<file path="src/rtl/mux8_rr_arbiter.sv">
// Purpose : round-robin arbiter steering one of eight requesters through a shared 8:1 single-bit mux.
// Latency : gnt/sel register on the edge that first sees a request; y/y_valid one edge later.
// Backpressure: none; requesters hold req while they want service, and a grant ends after MAX_BURST cycles.
//
// Ports:
//   clk      rising-edge clock for all state
//   rst_n    asynchronous active-low reset
//   en       global arbitration enable
//   req[7:0] request lines, req[k] belongs to requester k
//   din[7:0] mux data inputs, din[k] belongs to requester k
//   gnt[7:0] registered one-hot grant (zero when idle)
//   sel[2:0] registered index of the granted channel
//   busy     high while the arbiter is in GRANT
//   y        registered data bit from the granted channel
//   y_valid  y was sampled in a cycle where the holder still requested
module mux8_rr_arbiter #(
  parameter int MAX_BURST = 4,
  parameter int CNT_W     = 8
) (
  input  logic       clk,
  input  logic       rst_n,
  input  logic       en,
  input  logic [7:0] req,
  input  logic [7:0] din,
  output logic [7:0] gnt,
  output logic [2:0] sel,
  output logic       busy,
  output logic       y,
  output logic       y_valid
);

  typedef enum logic {IDLE, GRANT} state_t;

  state_t           state, state_nxt;
  logic [2:0]       ptr, ptr_nxt, sel_nxt;
  logic [7:0]       gnt_nxt;
  logic [CNT_W-1:0] cnt, cnt_nxt;
  logic             y_nxt, y_valid_nxt;
  logic [2:0]       win_from_ptr, win_from_sel;
  logic             any_req, release_gnt;

  // First requester found scanning start, start+1, ... with 3-bit wrap.
  function automatic logic [2:0] rr_pick(input logic [7:0] r, input logic [2:0] start);
    logic [2:0] idx;
    logic       found;
    rr_pick = start;
    found   = 1'b0;
    for (int i = 0; i < 8; i++) begin
      idx = start + 3'(i);
      if (!found && r[idx]) begin
        rr_pick = idx;
        found   = 1'b1;
      end
    end
  endfunction

  assign any_req      = |req;
  assign win_from_ptr = rr_pick(req, ptr);
  // On release the pointer moves past the holder; this winner is computed
  // with that future pointer so a regrant costs no idle cycle.
  assign win_from_sel = rr_pick(req, sel + 3'd1);
  assign release_gnt  = !en || !req[sel] || (cnt == CNT_W'(MAX_BURST));
  assign busy         = (state == GRANT);

  always_comb begin
    state_nxt   = state;
    gnt_nxt     = gnt;
    sel_nxt     = sel;
    ptr_nxt     = ptr;
    cnt_nxt     = cnt;
    y_nxt       = y;
    y_valid_nxt = 1'b0;
    if (state == IDLE) begin
      gnt_nxt = 8'h00;
      if (en && any_req) begin
        gnt_nxt   = 8'd1 << win_from_ptr;
        sel_nxt   = win_from_ptr;
        cnt_nxt   = CNT_W'(1);
        state_nxt = GRANT;
      end
    end else begin
      // Sampling happens even on the releasing edge, as long as the holder still requests.
      if (req[sel]) begin
        y_nxt       = din[sel];
        y_valid_nxt = 1'b1;
      end
      if (release_gnt) begin
        ptr_nxt = sel + 3'd1;
        if (en && any_req) begin
          gnt_nxt = 8'd1 << win_from_sel;
          sel_nxt = win_from_sel;
          cnt_nxt = CNT_W'(1);
        end else begin
          gnt_nxt   = 8'h00;
          state_nxt = IDLE;
        end
      end else begin
        cnt_nxt = cnt + CNT_W'(1);
      end
    end
  end

  always_ff @(posedge clk or negedge rst_n) begin
    if (!rst_n) begin
      state   <= IDLE;
      gnt     <= 8'h00;
      sel     <= 3'd0;
      ptr     <= 3'd0;
      cnt     <= '0;
      y       <= 1'b0;
      y_valid <= 1'b0;
    end else begin
      state   <= state_nxt;
      gnt     <= gnt_nxt;
      sel     <= sel_nxt;
      ptr     <= ptr_nxt;
      cnt     <= cnt_nxt;
      y       <= y_nxt;
      y_valid <= y_valid_nxt;
    end
  end

endmodule

</file>
<file path="config.mk">
export PLATFORM = sky130hd
export DESIGN_NAME = mux8_rr_arbiter
export DESIGN_NICKNAME = d
export VERILOG_FILES = /design/src/rtl/mux8_rr_arbiter.sv
export SDC_FILE = /design/constraint.sdc
export NUM_CORES = 1
export LEC_CHECK = 0
export CORE_AREA = 2 2 101 103
export DETAILED_ROUTE_END_ITERATION = 7
export DIE_AREA = 0 0 103 105
export PLACE_DENSITY = 0.63
export SYNTH_ARGS = -nofsm -noshare
export SYNTH_HDL_FRONTEND = slang
export SYNTH_SLANG_ARGS = --single-unit
</file>
<file path="constraint.sdc">
create_clock -name clk -period 3.99 [get_ports clk]
set_input_delay 1.197 -clock clk [delete_from_list [all_inputs] [get_ports clk]]
set_output_delay 1.197 -clock clk [all_outputs]
set_load 0.01 [all_outputs]
</file>
==> results.ini <==
[critical_path]
worstPathMaxFanout = 5
worstPathRequired_ns = 4.16
cp-end-kind = flip-flop
startpoint_type = input port
crit_chain = dlygate4sd2_1 > mux4_2 > mux2_2 > nor4b_4 > nand2_1 > or4_4 > o31ai_4 > xnor2_2 > nor3_1 > a211o_1
cpPeakStageDelay_ns = 0.53
crit_type = in2reg
arrival_ns = 3.89
crit_path_top_delay_cell = or4_4
path_buf_inv = 1
cp_top_family = simple AND/OR/NAND/NOR gates

[die]
die_area_sq_um = 10800
core_sq_um = 9640
die_y_microns = 105
fp.dieW_microns = 103
initial_core_util = 0.345
rows = 36
ios = 33

[logic_synthesis]
synth_area_sq_um = 3330
ys_warn_count = 0
synthFlopType = dfrtp_1
yosysUniqueCellTypes = 69
syn-num-nets = 398
synth-edff-count = 0
async_reset_ff_frac = 1.00
syn_inst = 373
syn_area_per_cell_sq_um = 8.92
seq_area_frac_synth = 0.188
synth_seq_cells = 25

[job]
max_cap_viol_count = 0

[placed_design]
place.port_buffers = 32
dp_slack_ns = -0.353
routabilityCongestion = 0.886
place.detailed.hpwl_microns = 7560
dp_cells = 586

[finish]
final_nets = 484
antennaDiodeCount = 0
drive_gt1_frac = 0.323
layout-area-overhead-vs-synth_pct = 32.9
final_cell_mix = 81 x buf_4, 37 x nand2_1, 25 x mux4_2, 25 x dfrtp_1
num-fill-cells = 953
regArea_sq_um = 626
layout_commonest_cell = buf_4
stdcell_count = 591
multi_input_area_sq_um = 2580

[global_route]
grt_pass1_wl_microns = 16200
track_usage = 0.184
grt_pass1_vias = 3306
overflow = 0
grt_max_degree = 26
antenna_found_initial = 0

[timing]
setup_viol = 0
period_share = 0.932
rsz0062_at_grt = false
min_period_ns = 3.72
slew_headroom = 0.614
finalHoldViolCount = 0
fin_tns_setup_ns = 0
skew_ns = 0.00756
drv_slew = 0
worst_slew_pin_slew_ns = 0.579
setup_ws_ns = 0.270
clock.fmax_ghz = 0.269

[pwr]
powerDensity_nw_per_um2 = 1020
p_int_mw = 2.39
ir_worst_vdd_mv = 0.416
clkPwrFrac = 0.034
power_switching_mw = 2.15
seq_power_share = 0.086
swShare = 0.473
pwr-share-comb = 0.880
p_leak_nw = 1.84

[clocking]
clk_pin_slew_ns = 0.09
clkSinkCount = 25
htreeDepth = 1
tritoncts = done
cts.path.max_buffers = 2
cts-root-buf = clkbuf_8
clkLatencyLatePin_ns = 0.27
cts_buffers = 3

[drt]
drt_iter0_drc = 192
ant_nets = 0
drc = 0
wl_per_cell_microns = 16.4
totalWireLength_microns = 9690
firstDrtPassIters = 4
vias_per_cell = 5.59
via_count = 3306

[worst_hold_path]
min_path_type = reg2reg

[status]
status = finished, final reports clean

-- synth_stat cells, drive strengths merged, types with 5 or more instances --
| master | count | area, sq um |
|---|---|---|
| nand2 | 37 | 139 |
| mux4 | 26 | 601 |
| dfrtp | 25 | 626 |
| nor2 | 24 | 90.1 |
| clkbuf | 23 | 86.3 |
| mux2i | 21 | 210 |
| o21ai | 21 | 105 |
| a21oi | 18 | 90.1 |
| mux2 | 18 | 206 |
| inv | 15 | 56.3 |
| nor3 | 14 | 70.1 |
| buf | 9 | 52.6 |
| nand3 | 9 | 45.0 |
| nor3b | 7 | 52.6 |
| nor4 | 7 | 43.8 |
| xnor2 | 7 | 61.3 |
| ha | 6 | 75.1 |
| nand2b | 5 | 31.3 |
| nand3b | 5 | 37.5 |
| nor2b | 5 | 31.3 |
| nor4b | 5 | 58.8 |
| o22ai | 5 | 31.3 |
-- stage by stage --
stage	hold slack, ns	utilization	total power, mW	area (sq um)
finish	0.494	0.459	4.53	4420
detailed placement	0.479	0.444	4.13	4280
CTS	0.500	0.452	4.39	4350
floorplan	0.467	-	2.83	3330
global route	0.524	0.459	4.90	4420
global placement	0.477	0.444	4.09	4280
-- worst reg2reg max path, cell delays in order, from the launching register on --
cell      delay [ns]
dfrtp_1         0.35
inv_1           0.13
ha_1            0.55
buf_4           0.24
mux4_2          0.53
mux2_2          0.30
a21oi_1         0.15
o21ai_0         0.12
a21oi_2         0.18
xnor2_1         0.16
buf_4           0.15
nand3b_1        0.13
or3b_1          0.37
o211ai_1        0.09
-- registers in the layout, summed over array words and instances, names as in the netlist --
| register | count |
|---|---|
| cnt | 8 |
| gnt | 8 |
| ptr | 3 |
| sel | 3 |
| busy | 1 |
| y | 1 |
| y_valid | 1 |
-- logic make-up (layout without fill, tap and decap cells) --
family / count (synthesis) / in the layout / share of synthesized area
AOI/OAI and AO/OA: 88 / 88 / 0.179
xor gates and xnor gates: 11 / 11 / 0.0335
adders and majority gates: 6 / 6 / 0.0226
buffers and inverters: 47 / 132 / 0.0587
DFF: 25 / 25 / 0.188
muxes: 65 / 65 / 0.306
and+or+nand+nor: 131 / 131 / 0.212
-- power by group through the flow --
stage | clock network [mW] | registers (mW) | logic, mW
floorplan | 0 | 0.383 | 2.45
global placement | 0 | 0.390 | 3.70
detailed placement | 0 | 0.392 | 3.74
CTS | 0.156 | 0.387 | 3.84
global route | 0.165 | 0.397 | 4.34
finish | 0.153 | 0.389 | 3.99
-- routing by layer --
| layer | wire, microns | part of all wire | global-route usage |
|---|---|---|---|
| met5 | 0 | 0 | 0 |
| met4 | 145 | 0.015 | 0.0536 |
| met3 | 361 | 0.037 | 0.0181 |
| met2 | 5060 | 0.52 | 0.323 |
| met1 | 4120 | 0.43 | 0.235 |
-- cell type report --
class | count | area share
Multi-Input combinational cell | 301 | 0.584
Timing Repair Buffer | 113 | 0.214
Sequential cell | 25 | 0.141
Tap cell | 133 | 0.0376
Inverter | 15 | 0.0127
Clock buffer | 3 | 0.00934
Clock inverter | 1 | 0.00113
-- repair_timing --
item,CTS,global route
endpoints found under the setup margin,8,11
hold buffers,0,0
pin swaps,0,4
gates resized for setup,6,21
buffers inserted,0,1
-- final timing paths --
| path | start | endpoint | slack (ns) | cells past startpoint |
|---|---|---|---|---|
| worst max-delay path | req[3] | gnt[6]$_DFFE_PN0P_ | 0.27 | 10 |
| worst min-delay path | gnt[1]$_DFFE_PN0P_ | gnt[1]$_DFFE_PN0P_ | 0.49 | 1 |
| worst max register to register | ptr[0]$_DFFE_PN0P_ | gnt[5]$_DFFE_PN0P_ | 0.47 | 13 |
| worst min register to register | gnt[1]$_DFFE_PN0P_ | gnt[1]$_DFFE_PN0P_ | 0.49 | 1 |
| max in group asynchronous | rst_n | ptr[0]$_DFFE_PN0P_ | 2.46 | 2 |
| min in group asynchronous | rst_n | cnt[1]$_DFF_PN0_ | 1.28 | 2 |
Power figures use the tool's default switching activity.
